==> src/rtl/mc_control_fsm.sv <==
// Multicycle MIPS-style control FSM with memory-wait timeout and trap.
// Outputs are decoded from state; only fetch/store completion looks at mem_ready.
module mc_control_fsm #(
    parameter int TIMEOUT = 15,
    parameter int CNT_W   = 4,
    parameter bit EN_NORI = 1'b1,
    parameter bit EN_JUMP = 1'b1
) (
    input  logic       clk,
    input  logic       rst_n,
    input  logic [5:0] op,
    input  logic       mem_ready,
    output logic       pcwrite,
    output logic       pcwritecond,
    output logic       iord,
    output logic       memread,
    output logic       memwrite,
    output logic       irwrite,
    output logic       memtoreg,
    output logic       regdest,
    output logic       regwrite,
    output logic       alusrca,
    output logic [1:0] alusrcb,
    output logic [1:0] aluop,
    output logic [1:0] pcsource,
    output logic [3:0] state,
    output logic       done,
    output logic       illegal,
    output logic       bus_err
);

    typedef enum logic [3:0] {
        S_FETCH  = 4'd0,
        S_DECODE = 4'd1,
        S_MEMADR = 4'd2,
        S_MEMRD  = 4'd3,
        S_MEMWB  = 4'd4,
        S_MEMWR  = 4'd5,
        S_EXEC   = 4'd6,
        S_RWB    = 4'd7,
        S_BRANCH = 4'd8,
        S_IEXEC  = 4'd9,
        S_IWB    = 4'd10,
        S_JUMP   = 4'd11,
        S_TRAP   = 4'd12
    } t_state;

    localparam logic [5:0] OP_R    = 6'b000000;
    localparam logic [5:0] OP_LW   = 6'b100011;
    localparam logic [5:0] OP_SW   = 6'b101011;
    localparam logic [5:0] OP_BEQ  = 6'b000100;
    localparam logic [5:0] OP_NORI = 6'b001101;
    localparam logic [5:0] OP_J    = 6'b000010;

    localparam logic [CNT_W-1:0] LP_TLAST = CNT_W'(TIMEOUT - 1);

    t_state             r_state;
    t_state             w_next;
    logic [CNT_W-1:0]   r_wcnt;
    logic               r_bus_err;
    logic               w_mem_st;
    logic               w_tmo;

    assign w_mem_st = (r_state == S_FETCH) || (r_state == S_MEMRD) ||
                      (r_state == S_MEMWR);
    // mem_ready in the last allowed cycle still completes normally
    assign w_tmo = (TIMEOUT != 0) && (r_wcnt == LP_TLAST) && !mem_ready;

    always_ff @(posedge clk or negedge rst_n) begin
        if (!rst_n) begin
            r_state   <= S_FETCH;
            r_wcnt    <= '0;
            r_bus_err <= 1'b0;
        end else begin
            r_state <= w_next;
            if (w_next != r_state)
                r_wcnt <= '0;
            else if (w_mem_st && !mem_ready)
                r_wcnt <= r_wcnt + 1'b1;
            if (w_next == S_TRAP)
                r_bus_err <= 1'b1;
        end
    end

    always_comb begin
        w_next      = S_FETCH;
        pcwrite     = 1'b0;
        pcwritecond = 1'b0;
        iord        = 1'b0;
        memread     = 1'b0;
        memwrite    = 1'b0;
        irwrite     = 1'b0;
        memtoreg    = 1'b0;
        regdest     = 1'b0;
        regwrite    = 1'b0;
        alusrca     = 1'b0;
        alusrcb     = 2'b00;
        aluop       = 2'b00;
        pcsource    = 2'b00;
        done        = 1'b0;
        illegal     = 1'b0;
        case (r_state)
            S_FETCH: begin
                memread = 1'b1;
                alusrcb = 2'b01;
                irwrite = mem_ready;
                pcwrite = mem_ready;
                if (mem_ready)  w_next = S_DECODE;
                else if (w_tmo) w_next = S_TRAP;
                else            w_next = S_FETCH;
            end
            S_DECODE: begin
                alusrcb = 2'b11;
                unique case (1'b1)
                    (op == OP_LW),
                    (op == OP_SW):              w_next = S_MEMADR;
                    (op == OP_R):               w_next = S_EXEC;
                    (op == OP_BEQ):             w_next = S_BRANCH;
                    (op == OP_NORI && EN_NORI): w_next = S_IEXEC;
                    (op == OP_J && EN_JUMP):    w_next = S_JUMP;
                    default: begin
                        w_next  = S_FETCH;
                        illegal = 1'b1;
                    end
                endcase
            end
            S_MEMADR: begin
                alusrca = 1'b1;
                alusrcb = 2'b10;
                w_next  = (op == OP_SW) ? S_MEMWR : S_MEMRD;
            end
            S_MEMRD: begin
                memread = 1'b1;
                iord    = 1'b1;
                if (mem_ready)  w_next = S_MEMWB;
                else if (w_tmo) w_next = S_TRAP;
                else            w_next = S_MEMRD;
            end
            S_MEMWB: begin
                regwrite = 1'b1;
                memtoreg = 1'b1;
                done     = 1'b1;
            end
            S_MEMWR: begin
                memwrite = 1'b1;
                iord     = 1'b1;
                done     = mem_ready;
                if (mem_ready)  w_next = S_FETCH;
                else if (w_tmo) w_next = S_TRAP;
                else            w_next = S_MEMWR;
            end
            S_EXEC: begin
                alusrca = 1'b1;
                aluop   = 2'b10;
                w_next  = S_RWB;
            end
            S_RWB: begin
                regdest  = 1'b1;
                regwrite = 1'b1;
                done     = 1'b1;
            end
            S_BRANCH: begin
                alusrca     = 1'b1;
                aluop       = 2'b01;
                pcwritecond = 1'b1;
                pcsource    = 2'b01;
                done        = 1'b1;
            end
            S_IEXEC: begin
                alusrca = 1'b1;
                alusrcb = 2'b10;
                aluop   = 2'b11;
                w_next  = S_IWB;
            end
            S_IWB: begin
                regwrite = 1'b1;
                done     = 1'b1;
            end
            S_JUMP: begin
                pcwrite  = 1'b1;
                pcsource = 2'b10;
                done     = 1'b1;
            end
            default: w_next = S_FETCH;
        endcase
    end

    assign state   = r_state;
    assign bus_err = r_bus_err;

endmodule

==> config.mk <==
export PLATFORM = sky130hd
export DESIGN_NAME = mc_control_fsm
export DESIGN_NICKNAME = d
export VERILOG_FILES = /design/src/rtl/mc_control_fsm.sv
export SDC_FILE = /design/constraint.sdc
export NUM_CORES = 1
export LEC_CHECK = 0
export CORE_UTILIZATION = 40
export DETAILED_ROUTE_END_ITERATION = 6
export PLACE_DENSITY = 0.73
export SETUP_SLACK_MARGIN = 0.15
export SYNTH_ARGS = -nofsm -noshare
export SYNTH_HDL_FRONTEND = slang
export SYNTH_SLANG_ARGS = --single-unit
==> constraint.sdc <==
create_clock -name clk -period 3 [get_ports clk]
set_input_delay 0.3 -clock clk [delete_from_list [all_inputs] [get_ports clk]]
set_output_delay 0.3 -clock clk [all_outputs]
set_load 0.05 [all_outputs]
==> impl_metrics.py <==
metrics = {
    "clock_tree": {
        "clkSinkCount": 9,
        "root_buffer": "clkbuf_4",
        "hold_buffers": 0,
        "insertion_delay_ns": 0.26,
        "htreeDepth": 1,
        "clk_pin_slew_ns": 0.06,
        "cts_buffers": 3,
        "cts_tree": "done",
        "clock_path_buffers": 2,
    },
    "logic_synthesis": {
        "yosys_warnings": 0,
        "synth_area_um2": 870,
        "yosys.area.top_type_share_pct": 25.9,
        "synthTopCellsByArea": "dfrtp_1 (26%), nor2_1 (5.6%), nand2b_1 (5.0%), nor3_1 (4.6%), xnor2_1 (4.0%)",
        "syn_inst": 111,
        "synth_area_per_cell_um2": 7.83,
        "yosys.area.top_type": "dfrtp_1",
        "synth_nets": 122,
        "ys_ff_latch": 9,
        "yosysUniqueCellTypes": 39,
        "seq_area_frac_synth_pct": 25.9,
    },
    "critical_path": {
        "critical_path_class": "flip-flop to output port",
        "start_kind": "flip-flop",
        "critPathArrivalTime_ns": 2.41,
        "critical-path-slowest-cell": "clkdlybuf4s50_1",
        "path_max_fanout": 16,
        "max_stage_delay_ns": 0.86,
        "cp_cell_sequence": "nand2b_1, o22ai_1, clkdlybuf4s50_1",
        "critPathCaptureType": "output port",
        "required_ns": 2.70,
    },
    "timing": {
        "slew_headroom_pct": 63.4,
        "hold_viol_final": 0,
        "clock_skew_ns": 0.00218,
        "min_period_ns": 2.71,
        "timing.final.max_slew_violations": 0,
        "holdWs_ns": 0.343,
        "setup_tns_ns": 0,
        "rsz0062_at_grt": "false",
        "worst_pin_slew_ns": 0.550,
        "period_share_pct": 90.3,
        "max_freq_mhz": 369,
        "setup_violations": 0,
    },
    "floorplanning": {
        "core_area_um2": 2000,
        "start_util_pct": 43.4,
        "die-area_um2": 2360,
        "fp.dieH_um": 48.6,
        "rows": 16,
        "io_pins": 32,
        "die_w_um": 48.6,
    },
    "pwr": {
        "power.density_nw_per_um2": 892,
        "vdd_ir_drop_max_mv": 0.578,
        "power_leakage_nw": 0.471,
    },
    "drt": {
        "routed_wl_um": 2390,
        "detail_route.wl_per_cell_um": 14.2,
        "post-route-drc-count": 0,
        "final_antenna_net_count": 0,
        "avgViaCountPerCell": 5.86,
        "vias": 985,
        "first_pass_iters": 4,
        "drt_iter0_drc": 45,
    },
    "placed_design": {
        "dp_cells": 164,
        "place_congestion": 0.866,
        "port_buffers": 31,
        "place_area_um2": 1200,
        "dp_hpwl_um": 1840,
    },
    "layout": {
        "finalNonFillerCells": 168,
        "drive_above_1_share_pct": 8.51,
        "diodes": 0,
        "syn2layout_area_growth_pct": 41.9,
        "nets": 153,
        "finish.instance_area_um2": 1230,
        "mostFrequentLayoutCell": "clkdlybuf4s50_1",
        "final_cell_mix": "clkdlybuf4s50_1 (30), nor2_1 (13), dfrtp_1 (9)",
        "final_util_pct": 61.6,
    },
    "job": {
        "drv_cap": 0,
    },
    "global_routing": {
        "grt_max_degree": 18,
        "overflow": 0,
        "track_usage_pct": 21.3,
        "antenna_found_initial": 0,
        "grt_pass1_wl_um": 3950,
        "grt_pass1_vias": 845,
    },
    "run_status": {
        "status": "finished clean",
    },
    "min_path": {
        "hp-class": "input pin to async pin",
    },
}
-- report_power, final --
group	internal (W)	total (W)	switching, W
Sequential	0.000142	0.000203	0.0000607
Clock	0.0000513	0.0000940	0.0000427
Combinational	0.000282	0.000803	0.000521
Total	0.000476	0.00110	0.000624
-- critical path: cells and delay by family (launching register included) --
family | cells | cell delay, ns
flops | 1 | 0.58
buf+inv | 1 | 0.86
compound gates | 1 | 0.32
simple gates | 1 | 0.38
-- cell type report --
class                      instances  area, um2
sequential                         9        225
multi-input combinational         94        622
timing repair buffer              33        323
fill                             196        768
tap                               27       33.8
inverter                           1       3.75
clock buffer                       4       26.3
-- state kept, by name (all words and copies together) (netlist names) --
signal	count
bus_err	1
state	4
r_wcnt	4
-- logic make-up (layout without fill, tap and decap cells) --
| logic type | after synthesis | after routing | synth area share, % |
|---|---|---|---|
| AND/OR/NAND/NOR | 58 | 58 | 38.0 |
| XOR/XNOR | 7 | 7 | 7.05 |
| flip-flops | 9 | 9 | 25.9 |
| buffers and inverters | 8 | 38 | 4.46 |
| AO/OA/AOI/OAI | 26 | 26 | 20.6 |
| multiplexers | 1 | 1 | 1.15 |
| adder cells (fa/ha/maj) | 2 | 2 | 2.88 |
-- timing repair --
| action | in CTS | in global routing |
|---|---|---|
| hold endpoints to repair | 0 | 0 |
| buffers inserted | 0 | 0 |
| resized for setup | 0 | 1 |
| setup endpoints to repair | 0 | 1 |
-- final timing paths --
| path | startpoint | endpoint | slack [ns] | cells past startpoint |
|---|---|---|---|---|
| max in group asynchronous | rst_n | bus_err$_DFFE_PN0N_ | 2.36 | 1 |
| min in group clk | bus_err$_DFFE_PN0N_ | bus_err$_DFFE_PN0N_ | 0.48 | 1 |
| min reg2reg | bus_err$_DFFE_PN0N_ | bus_err$_DFFE_PN0N_ | 0.48 | 1 |
| max | state[2]$_DFF_PN0_ | aluop[1] | 0.29 | 3 |
| max reg2reg | state[2]$_DFF_PN0_ | r_wcnt[3]$_DFFE_PN0P_ | 0.36 | 6 |
| min | rst_n | r_wcnt[1]$_DFFE_PN0P_ | 0.34 | 1 |
-- synthesized netlist by cell type, drive strengths merged --
| cell type | instances |
|---|---|
| or4b | 3 |
| dfrtp | 9 |
| a221o | 1 |
| nand2 | 6 |
| mux2i | 1 |
| a2111oi | 2 |
| nor3b | 1 |
| and3 | 2 |
| nand3 | 4 |
| a31oi | 2 |
| nor4 | 3 |
| xnor2 | 4 |
| o32ai | 1 |
| o22ai | 4 |
| inv | 1 |
| o21ai | 4 |
| a21oi | 4 |
| or3 | 1 |
| ha | 2 |
| or4 | 3 |
| a211oi | 2 |
| a21o | 2 |
| nand4b | 1 |
| nor2b | 2 |
| nor2 | 13 |
| or2 | 1 |
| nand2b | 7 |
| and3b | 1 |
| buf | 5 |
| a32oi | 1 |
| nor4b | 2 |
| xor2 | 3 |
| clkbuf | 2 |
| o21bai | 2 |
| nor3 | 8 |
| o41a | 1 |
-- metal layers --
layer / routed length (um) / track usage (%)
met1: 1130 / 30.5
met2: 1100 / 32.9
met3: 146 / 2.20
met4: 19 / 7.35
met5: 0 / 0
-- metrics by stage --
| step | setup WS, ns | power (W) |
|---|---|---|
| 2_1_floorplan | 0.171 | 0.000767 |
| 3_3_place_gp | 0.387 | 0.000994 |
| 3_5_place_dp | 0.274 | 0.00100 |
| 4_1_cts | 0.295 | 0.00110 |
| 5_1_grt | 0.161 | 0.00117 |
| 6_report | 0.290 | 0.00110 |
Note: power is estimated with default switching activity, not from simulation.
